### src/rtl/wave_period_meter_pkg.sv
// Shared types and threshold helpers for the waveform period/amplitude meter.
package wave_period_meter_pkg;

    typedef enum logic [1:0] {
        ST_ARM     = 2'd0,
        ST_SYNC    = 2'd1,
        ST_MEASURE = 2'd2
    } state_t;

    localparam logic [9:0] MID_DEFAULT  = 10'h1FF;
    localparam int         HYST_DEFAULT = 16;

    function automatic int thr_lo(input int mid, input int hyst);
        return mid - hyst;
    endfunction

    function automatic int thr_hi(input int mid, input int hyst);
        return mid + hyst;
    endfunction

endpackage

### src/rtl/wave_crossing_det.sv
// Hysteresis comparator: flags valid low samples and rising crossings (combinational, same cycle).
// low_armed is the only state; clear drops it and suppresses the rise flag.
module wave_crossing_det #(
    parameter int                 DATA_W = 10,
    parameter logic [DATA_W-1:0]  LO     = 10'h1EF,
    parameter logic [DATA_W-1:0]  HI     = 10'h20F
) (
    input  logic              clk,
    input  logic              rst_n,
    input  logic              clear,
    input  logic [DATA_W-1:0] sample_in,
    input  logic              sample_valid,
    output logic              low_seen,
    output logic              rise
);

    logic low_armed;

    always_comb begin
        low_seen = sample_valid && !clear && (sample_in <= LO);
        rise     = sample_valid && !clear && low_armed && (sample_in >= HI);
    end

    always_ff @(posedge clk or negedge rst_n) begin
        if (!rst_n) begin
            low_armed <= 1'b0;
        end else if (clear) begin
            low_armed <= 1'b0;
        end else if (rise) begin
            low_armed <= 1'b0;
        end else if (low_seen) begin
            low_armed <= 1'b1;
        end
    end

endmodule

### src/rtl/wave_period_meter.sv
// Averages 2^AVG_LOG2 waveform periods (in valid samples) and reports peak-to-peak amplitude.
// Results one cycle after the completing crossing; accepts one sample per clock, no backpressure.
module wave_period_meter
    import wave_period_meter_pkg::*;
#(
    parameter int                DATA_W   = 10,
    parameter logic [DATA_W-1:0] MID      = DATA_W'(MID_DEFAULT),
    parameter int                HYST     = HYST_DEFAULT,
    parameter int                CNT_W    = 20,
    parameter int                AVG_LOG2 = 2
) (
    input  logic              clk,
    input  logic              rst_n,
    input  logic [DATA_W-1:0] sample_in,
    input  logic              sample_valid,
    input  logic              clear,
    output logic [CNT_W-1:0]  period_out,
    output logic [DATA_W-1:0] amp_pp_out,
    output logic              result_valid,
    output logic              locked,
    output logic              timeout
);

    localparam int                SUM_W   = CNT_W + AVG_LOG2;
    localparam logic [DATA_W-1:0] LO      = DATA_W'(thr_lo(int'(MID), HYST));
    localparam logic [DATA_W-1:0] HI      = DATA_W'(thr_hi(int'(MID), HYST));
    localparam logic [CNT_W-1:0]  CNT_MAX = '1;

    state_t              state_q, state_d;
    logic [CNT_W-1:0]    cnt_q;
    logic [SUM_W-1:0]    sum_q, sum_tot;
    logic [AVG_LOG2-1:0] idx_q;
    logic [DATA_W-1:0]   min_q, max_q, min_nx, max_nx;
    logic                low_seen, rise, wrap, sat;

    wave_crossing_det #(
        .DATA_W (DATA_W),
        .LO     (LO),
        .HI     (HI)
    ) u_cross (
        .clk          (clk),
        .rst_n        (rst_n),
        .clear        (clear),
        .sample_in    (sample_in),
        .sample_valid (sample_valid),
        .low_seen     (low_seen),
        .rise         (rise)
    );

    always_comb begin
        sum_tot = sum_q + SUM_W'(cnt_q);
        min_nx  = (sample_in < min_q) ? sample_in : min_q;
        max_nx  = (sample_in > max_q) ? sample_in : max_q;
        wrap    = (state_q == ST_MEASURE) && rise && (idx_q == '1);
        // Counter would step onto its ceiling with this sample.
        sat     = (state_q == ST_MEASURE) && sample_valid && !clear && !rise
                  && (cnt_q == CNT_MAX - 1'b1);
    end

    always_comb begin
        state_d = state_q;
        case (state_q)
            ST_ARM:     if (low_seen) state_d = ST_SYNC;
            ST_SYNC:    if (rise)     state_d = ST_MEASURE;
            ST_MEASURE: if (sat)      state_d = ST_ARM;
            default:                  state_d = ST_ARM;
        endcase
        if (clear) state_d = ST_ARM;
    end

    always_ff @(posedge clk or negedge rst_n) begin
        if (!rst_n) state_q <= ST_ARM;
        else        state_q <= state_d;
    end

    always_ff @(posedge clk or negedge rst_n) begin
        if (!rst_n) begin
            cnt_q        <= '0;
            sum_q        <= '0;
            idx_q        <= '0;
            min_q        <= '0;
            max_q        <= '0;
            period_out   <= '0;
            amp_pp_out   <= '0;
            result_valid <= 1'b0;
            locked       <= 1'b0;
            timeout      <= 1'b0;
        end else if (clear) begin
            cnt_q        <= '0;
            sum_q        <= '0;
            idx_q        <= '0;
            min_q        <= '0;
            max_q        <= '0;
            result_valid <= 1'b0;
            locked       <= 1'b0;
            timeout      <= 1'b0;
        end else begin
            result_valid <= 1'b0;
            timeout      <= 1'b0;
            if (state_q == ST_SYNC && rise) begin
                cnt_q <= CNT_W'(1);
                sum_q <= '0;
                idx_q <= '0;
                min_q <= sample_in;
                max_q <= sample_in;
            end else if (state_q == ST_MEASURE && sample_valid) begin
                if (rise) begin
                    cnt_q <= CNT_W'(1);
                    idx_q <= idx_q + 1'b1;
                    if (wrap) begin
                        // Crossing sample opens the next window, so it is excluded from this amplitude.
                        period_out   <= CNT_W'(sum_tot >> AVG_LOG2);
                        amp_pp_out   <= max_q - min_q;
                        result_valid <= 1'b1;
                        locked       <= 1'b1;
                        sum_q        <= '0;
                        min_q        <= sample_in;
                        max_q        <= sample_in;
                    end else begin
                        sum_q <= sum_tot;
                        min_q <= min_nx;
                        max_q <= max_nx;
                    end
                end else begin
                    if (cnt_q != CNT_MAX) cnt_q <= cnt_q + 1'b1;
                    min_q <= min_nx;
                    max_q <= max_nx;
                    if (sat) begin
                        timeout <= 1'b1;
                        locked  <= 1'b0;
                    end
                end
            end
        end
    end

endmodule

### config.mk
export PLATFORM = sky130hd
export DESIGN_NAME = wave_period_meter
export DESIGN_NICKNAME = d
export VERILOG_FILES = /design/src/rtl/wave_period_meter_pkg.sv /design/src/rtl/wave_crossing_det.sv /design/src/rtl/wave_period_meter.sv
export SDC_FILE = /design/constraint.sdc
export NUM_CORES = 1
export LEC_CHECK = 0
export CORE_MARGIN = 10
export CORE_UTILIZATION = 50
export CTS_BUF_LIST = sky130_fd_sc_hd__clkbuf_16
export DETAILED_ROUTE_END_ITERATION = 10
export DONT_BUFFER_PORTS = 1
export PLACE_DENSITY = 0.7
export RECOVER_POWER = 50
export SLEW_MARGIN = 20
export SYNTH_ARGS = -nofsm -noshare
export SYNTH_HDL_FRONTEND = slang
export SYNTH_SLANG_ARGS = --single-unit
### constraint.sdc
create_clock -name clk -period 6.75 [get_ports clk]
set_clock_uncertainty 0.15 [all_clocks]
set_input_delay 0 -clock clk [delete_from_list [all_inputs] [get_ports clk]]
set_output_delay 0 -clock clk [all_outputs]
set_load 0.01 [all_outputs]
# Yosys cells after proc, flatten, opt, wreduce, memory -nomap -nowiden
# Cells that the tools add are included.
# Widths: inputs -> output; s select.
totals:
  reg_bits: 100
  inputBits: 14
  out_inout_bits: 33
op_classes:
  addsub: 4
  magnitude_cmp: 4
  eq_ne: 10
  mux: 50
  bitwise_logic: 2
  n_reduce_logical: 25
ops:
  columns: ["op", "count"]
  rows:
  - ["$mux 10", 12]
  - ["$mux 22", 5]
  - ["$mux 20", 5]
  - ["$add 22x20->22", 1]
  - ["$add 20x1->20 const B", 1]
  - ["$eq 20x20->1 const B", 1]
  - ["$ne 20x20->1 const B", 1]
  - ["$mux 1", 19]
  - ["$mux 2", 8]
  - ["$reduce_bool 3->1", 4]
  - ["$logic_and 1x1->1", 11]
  - ["$ge 10x10->1 const B", 1]
  - ["$gt 10x10->1", 1]
  - ["$le 10x9->1 const B", 1]
  - ["$lt 10x10->1", 1]
  - ["$sub 10x10->10", 1]
  - ["$ne 3x3->1 const B", 3]
  - ["$pmux 2 s3", 1]
  - ["$reduce_and 5->1", 1]
  - ["$eq 2x2->1 const B", 2]
  - ["$reduce_and 2->1", 2]
  - ["$reduce_and 4->1", 1]
  - ["$reduce_bool 4->1", 1]
  - ["$ne 3x2->1 const B", 1]
  - ["other kinds (8)", 10]

# Longest topological paths before layout
depth:
  word_depth: 12
  ltp_mapped: 10
  ltp_nobuf: 10

# Hierarchy
# Synthesis repeated with hierarchy kept, for this count alone.
unflattened:
  cells_unflattened: 691
  area_unflattened_um2: 6495.0
by_module_without_submodules:
  columns: ["mod", "n_inst", "cells_each", "area_per_inst_um2", "seq_area_each_um2"]
  rows:
  - ["wave_period_meter", 1, 678, 6381.1, 2477.4]
  - ["wave_crossing_det", 1, 13, 113.9, 25.0]

# Worst setup path before layout
# OpenSTA, ideal clock, no wires.
synth_timing:
  kind: "register -> register"
  from: "register cnt_q[0]"
  to: "register sum_q[14]"
  arrival_time_ps: 2283
  required_time_ps: 6467
  slack_ps: 4184
  stages_incl_launch_ff: 10
  path_buffers: 0
  synth_period_minus_slack_ps: 2566
  cell_sequence: "dfrtp_1 ha_1 fa_1 a21oi_1 nor2_1 or2_2 a221oi_1 a21oi_1 xnor2_1 o21ai_0"
synth_via:
  elab_chain_len: 6
synth_rtl:
  columns: ["element", "line_no", "rtl"]
  rows:
  - ["from (decl)", "wave_period_meter.sv:30", "logic [CNT_W-1:0] cnt_q;"]
  - ["from (signal assigned)", "wave_period_meter.sv:125", "if (cnt_q != CNT_MAX) cnt_q <= cnt_q + 1'b1;"]
  - ["$add 22x20->22", "wave_period_meter.sv:51", "sum_tot = sum_q + SUM_W'(cnt_q);"]
  - ["$mux 22", "wave_period_meter.sv:110", "if (wrap) begin"]
  - ["$mux 22", "wave_period_meter.sv:107", "if (rise) begin"]
  - ["$mux 22", "wave_period_meter.sv:106", "end else if (state_q == ST_MEASURE && sample_valid) begin"]
  - ["$mux 22", "wave_period_meter.sv:100", "if (state_q == ST_SYNC && rise) begin"]
  - ["$mux 22", "wave_period_meter.sv:88", "end else if (clear) begin"]
  - ["to (signal assigned)", "wave_period_meter.sv:120", "sum_q <= sum_tot;"]
  - ["to (decl)", "wave_period_meter.sv:31", "logic [SUM_W-1:0] sum_q, sum_tot;"]
# Every way passes these cells. The select of a mux whose other input is x is not followed.
# A chain may end at the register's enable or synchronous reset.

# Final worst setup path
layout_timing:
  from: "input port clear"
  to: "register locked"
layout_via:
  elab_chain_len: 9
  word_cells_on_any_way: 20
layout_rtl:
  columns: ["element", "line_no", "rtl"]
  rows:
  - ["from (decl)", "wave_period_meter.sv:16", "input logic clear,"]
  - ["$logic_not 1->1", "wave_crossing_det.sv:21, wave_period_meter.sv:56", null]
  - ["$logic_and 1x1->1 (3 in series)", "wave_crossing_det.sv:21", "rise = sample_valid && !clear && low_armed && (sample_in >= HI);"]
  - ["$logic_not 1->1", "wave_period_meter.sv:56", "sat = (state_q == ST_MEASURE) && sample_valid && !clear && !rise"]
  - ["$logic_and 1x1->1", "wave_period_meter.sv:56", null]
  - ["$logic_and 1x1->1", "wave_period_meter.sv:57", "&& (cnt_q == CNT_MAX - 1'b1);"]
  - ["$reduce_bool 3->1 (no source line)", null, null]
  - ["$reduce_and 4->1 (no source line)", null, null]
  - ["to (signal assigned)", "wave_period_meter.sv:86", "locked <= 1'b0;"]
  - ["to (signal assigned)", "wave_period_meter.sv:95", "locked <= 1'b0;"]
  - ["to (signal assigned)", "wave_period_meter.sv:115", "locked <= 1'b1;"]
  - ["to (decl)", "wave_period_meter.sv:20", "output logic locked,"]
# Several ways; a longest one is shown, not always the timed one. The select of a mux whose other input is x is not followed.

==> metrics list <==
- For this run, the register share of the synthesized area comes to 0.432.
- Share of power burned in the clock network: 0.442
- STA puts the critical path data required time at 6890 ps.
- Maximum ir drop on the vdd rail: 0.000201 V
- The critical path contains buffers and inverters numbering 4 combined.
- Type of the worst setup path: in2reg
- For this run, the detailed router's first-pass iteration total came to 4.
- Starting density of the core: 0.510
* Number of hold violations in the final report: 0
- Net switching component of the power: 0.273 mW
* Number of antenna diodes: 0
- The die covers 16,300 sq um.
- Reg2reg path depth: 8
- Internal portion of total power: 0.951 mW
- Rows: 39
* Number of register bits inferred by synthesis: 100
- Origin of the critical flop-to-flop path: u_cross.low_armed
- Most common cell in the netlist: dfrtp_1
* Number of post-CTS setup repair buffers: 0
* Count of buffers inserted at the top-level ports: 0
- Post-synthesis cell area: 5800 sq um
- Across all register-to-register paths, the minimum setup slack is 3420 ps.
- In this run the tightest slew margin relative to its limit is 0.375.
* Cell Count Post-Placement: 739
- The area growth from synthesis to layout is 10.5%.
- Walking the worst path, the cells encountered are dlygate4sd3_1 > nand4b_1 > dlygate4sd3_1 > a31oi_4 > nand2_2 > inv_1 > nor2_1 > nor3_1 > dlygate4sd3_1.
- Number of endpoints failing setup at the final stage: 0
- Part of the total power dissipated in combinational logic: 0.060
* Launch point of the worst path: clear
* Net total in the final layout: 690
- Number of cells on the critical path: 9
- Delay of the slowest cell on the worst path: 670 ps
- Via count: 4,471
- Post-synth top area share: 0.432
* Antenna violations before repair: 0
- Number of warnings printed during yosys synthesis: 0
- By area the synthesized netlist is led by dfrtp_1 (43%), ha_1 (11%), o21ai_0 (6.1%).
* Period Utilization, post-route: 0.507
* Ports placed on the boundary: 47
- For the final routed database, the setup TNS stands at 0 ps.
- Fraction of power consumed by sequential logic: 0.498
- Number of cells produced by synthesis: 612
- Result of the run: finished clean
- Mean cell area of the mapped netlist: 9.47 sq um
- CTS tree: done
- STA classifies the critical path startpoint as an input port.
- The final-report max-slew violation count was 0.
* Final std cells w/o fill: 771
* Sw Share: 0.223
- Clock Pin Slew Worst Setup and Hold Paths: 60 ps
- After filler insertion, the fill cell instance count of the layout stands at 980.
* Detailed Place HPWL: 9730 um
* Net count after synthesis: 679
- CTS sink cnt: 100
* Reg2Reg Capture Point: locked
- The final layout contains routed wiring with a total length of 13,500 um.
* Crit path capture type: flip-flop
* Top post-synthesis cells by count: dfrtp_1 (100), nand2_1 (79), o21ai_0 (71)
* Period minus WS final: 3430 ps
- Overall global routing resource usage: 0.169
- Data arrival time of the worst path: 3560 ps
- Counting distinct cell types in the post-synthesis netlist gives 58.
- After global routing the overflow that remains totals 0.
- Cts repair resizes: 0
* RSZ-0062 raised after global routing: false
* Most common cell type on the critical path: dlygate4sd3_1
* Crit path capture: locked
- The tool flagged a number of max-cap violations equal to 0.
- In this run the standard cell core region covers 11,400 sq um.
* First DRT Iteration DRCs: 254
- Placer Congestion: 0.890
* Top fanout value on the critical path: 61
- Summing all multi-input logic gate instances after layout gives 3120 sq um.
- CTS built an H-tree with a depth of 3.
- The biggest area contributor in the post-synthesis netlist is dfrtp_1.
- Timing-limited maximum frequency: 292 MHz
- The number of clock buffers added by TritonCTS is 9.
- Cell depth of the worst min-delay path: 4
- The first global-routing pass estimated 22,500 um of wire.
- Slowest-stage cell, CP: dlygate4sd3_1
- PnR Total Power: 1.22 mW
- The tightest min-delay check is of the in2reg type.
* Leading register cell type out of synthesis: dfrtp_1
- Max clock buf depth: 2
- Layout cell share with drive strength beyond 1: 0.0462
* Die boundary width: 128 um
- Dividing total power by cell area gives a power density of 191 nW/um^2.
* Y dimension of the die: 128 um
- Across the whole layout, storage elements account for 2500 sq um.
- After detailed routing, the number of remaining DRC violations is 0.
* Fraction of synthesis flops using an asynchronous set or reset pin: 1.00
* Remaining number of nets flagged by the antenna check after routing: 0
- Clock latency of the later-clocked register in the worst-skew pair: 350 ps
* Vias in the first global route: 4,437
- Reported leakage power: 2.90 nW
- Pin count of the biggest net entering global routing: 101
* Post-synth EDFFs: 0
- Clock tree root buffer cell: clkbuf_16
- The cell family contributing the most delay on the critical path is buffers and inverters.
- Post-detailed-route wirelength per cell: 17.5 um
* Via/cell ratio: 5.80
- At the pin with the least slew margin, the transition time is 935 ps.
[registers in the layout, indices dropped and copies added (netlist names), 2 cells and up]
name / count
cnt_q: 20
amp_pp_out: 10
sum_q: 22
idx_q: 2
min_q: 10
state_q: 2
max_q: 10
period_out: 20
[power groups by stage]
stage / clock network [mW] / logic (mW) / registers, mW
finish: 0.540 / 0.0736 / 0.610
global route: 0.576 / 0.0836 / 0.610
CTS: 0.551 / 0.0749 / 0.610
detailed placement: 0 / 0.0508 / 0.621
global placement: 0 / 0.0476 / 0.620
floorplan: 0 / 0.0400 / 0.619
[kinds of logic (layout without fill, tap and decap cells)]
| kind of cell | Yosys count | after routing | synth area share |
|---|---|---|---|
| compound gates | 179 | 179 | 0.201 |
| xor+xnor | 39 | 39 | 0.0589 |
| fa+ha+maj | 53 | 53 | 0.117 |
| buf+inv | 46 | 62 | 0.0311 |
| flops | 100 | 100 | 0.432 |
| mux | 3 | 3 | 0.00540 |
| simple gates | 192 | 192 | 0.155 |
[cell usage in the layout, fill, tap and decap left out, drive strengths merged, types with 12 or more instances in the layout]
cell type,n
and3,12
nor2,40
xnor2,16
o21ai,74
a21o,12
nand2,79
dfrtp,100
dlygate4sd3,15
xor2,23
ha,51
inv,32
a22o,23
nand3,16
a21oi,28
[worst min-delay path, cell delays in order]
cell	delay (ps)
nand4_1	120
a31oi_4	220
nand2_1	70
o21ai_0	60
[how the worst min path moves through the flow]
stage | to | from
CTS | min_q[6] | clear
global route | max_q[5] | clear
floorplan | amp_pp_out[0] | rst_n
finish | idx_q[0] | sample_in[0]
global placement | sum_q[9] | rst_n
detailed placement | cnt_q[10] | rst_n
[metal layers]
| metal | vias to the layer above | wire length (um) | GRT usage |
|---|---|---|---|
| met2 | 89 | 6400 | 0.269 |
| li1 | 2206 | - | - |
| met4 | 0 | 166 | 0.0510 |
| met5 | - | 0 | 0 |
| met3 | 12 | 807 | 0.0500 |
| met1 | 2164 | 6100 | 0.217 |
[area by class of cell]
class	count	area share
Sequential cell	100	0.391
Inverter	30	0.0176
Timing Repair Buffer	16	0.0277
Multi-Input combinational cell	466	0.488
Clock inverter	7	0.0131
Tap cell	143	0.0279
Clock buffer	9	0.0352
[per-stage QoR]
| stage | cell area (sq um) | hold WS, ps | setup WS, ps | utilization |
|---|---|---|---|---|
| final | 6400 | 28.1 | 3320 | 0.563 |
| after global routing | 6400 | 29.6 | 3040 | 0.563 |
| after CTS | 6400 | 19.6 | 3330 | 0.563 |
| after detailed placement | 5920 | -440 | 3840 | 0.521 |
| after global placement | 5910 | -440 | 3800 | 0.520 |
| after floorplan | 5800 | -446 | 4180 | - |
[repair_timing]
action | in CTS | in global routing
hold buffers | 16 | 0
endpoints found under the setup margin | 0 | 0
endpoints found under the hold margin | 151 | 0
No activity file was read; power rests on OpenSTA's default activity.
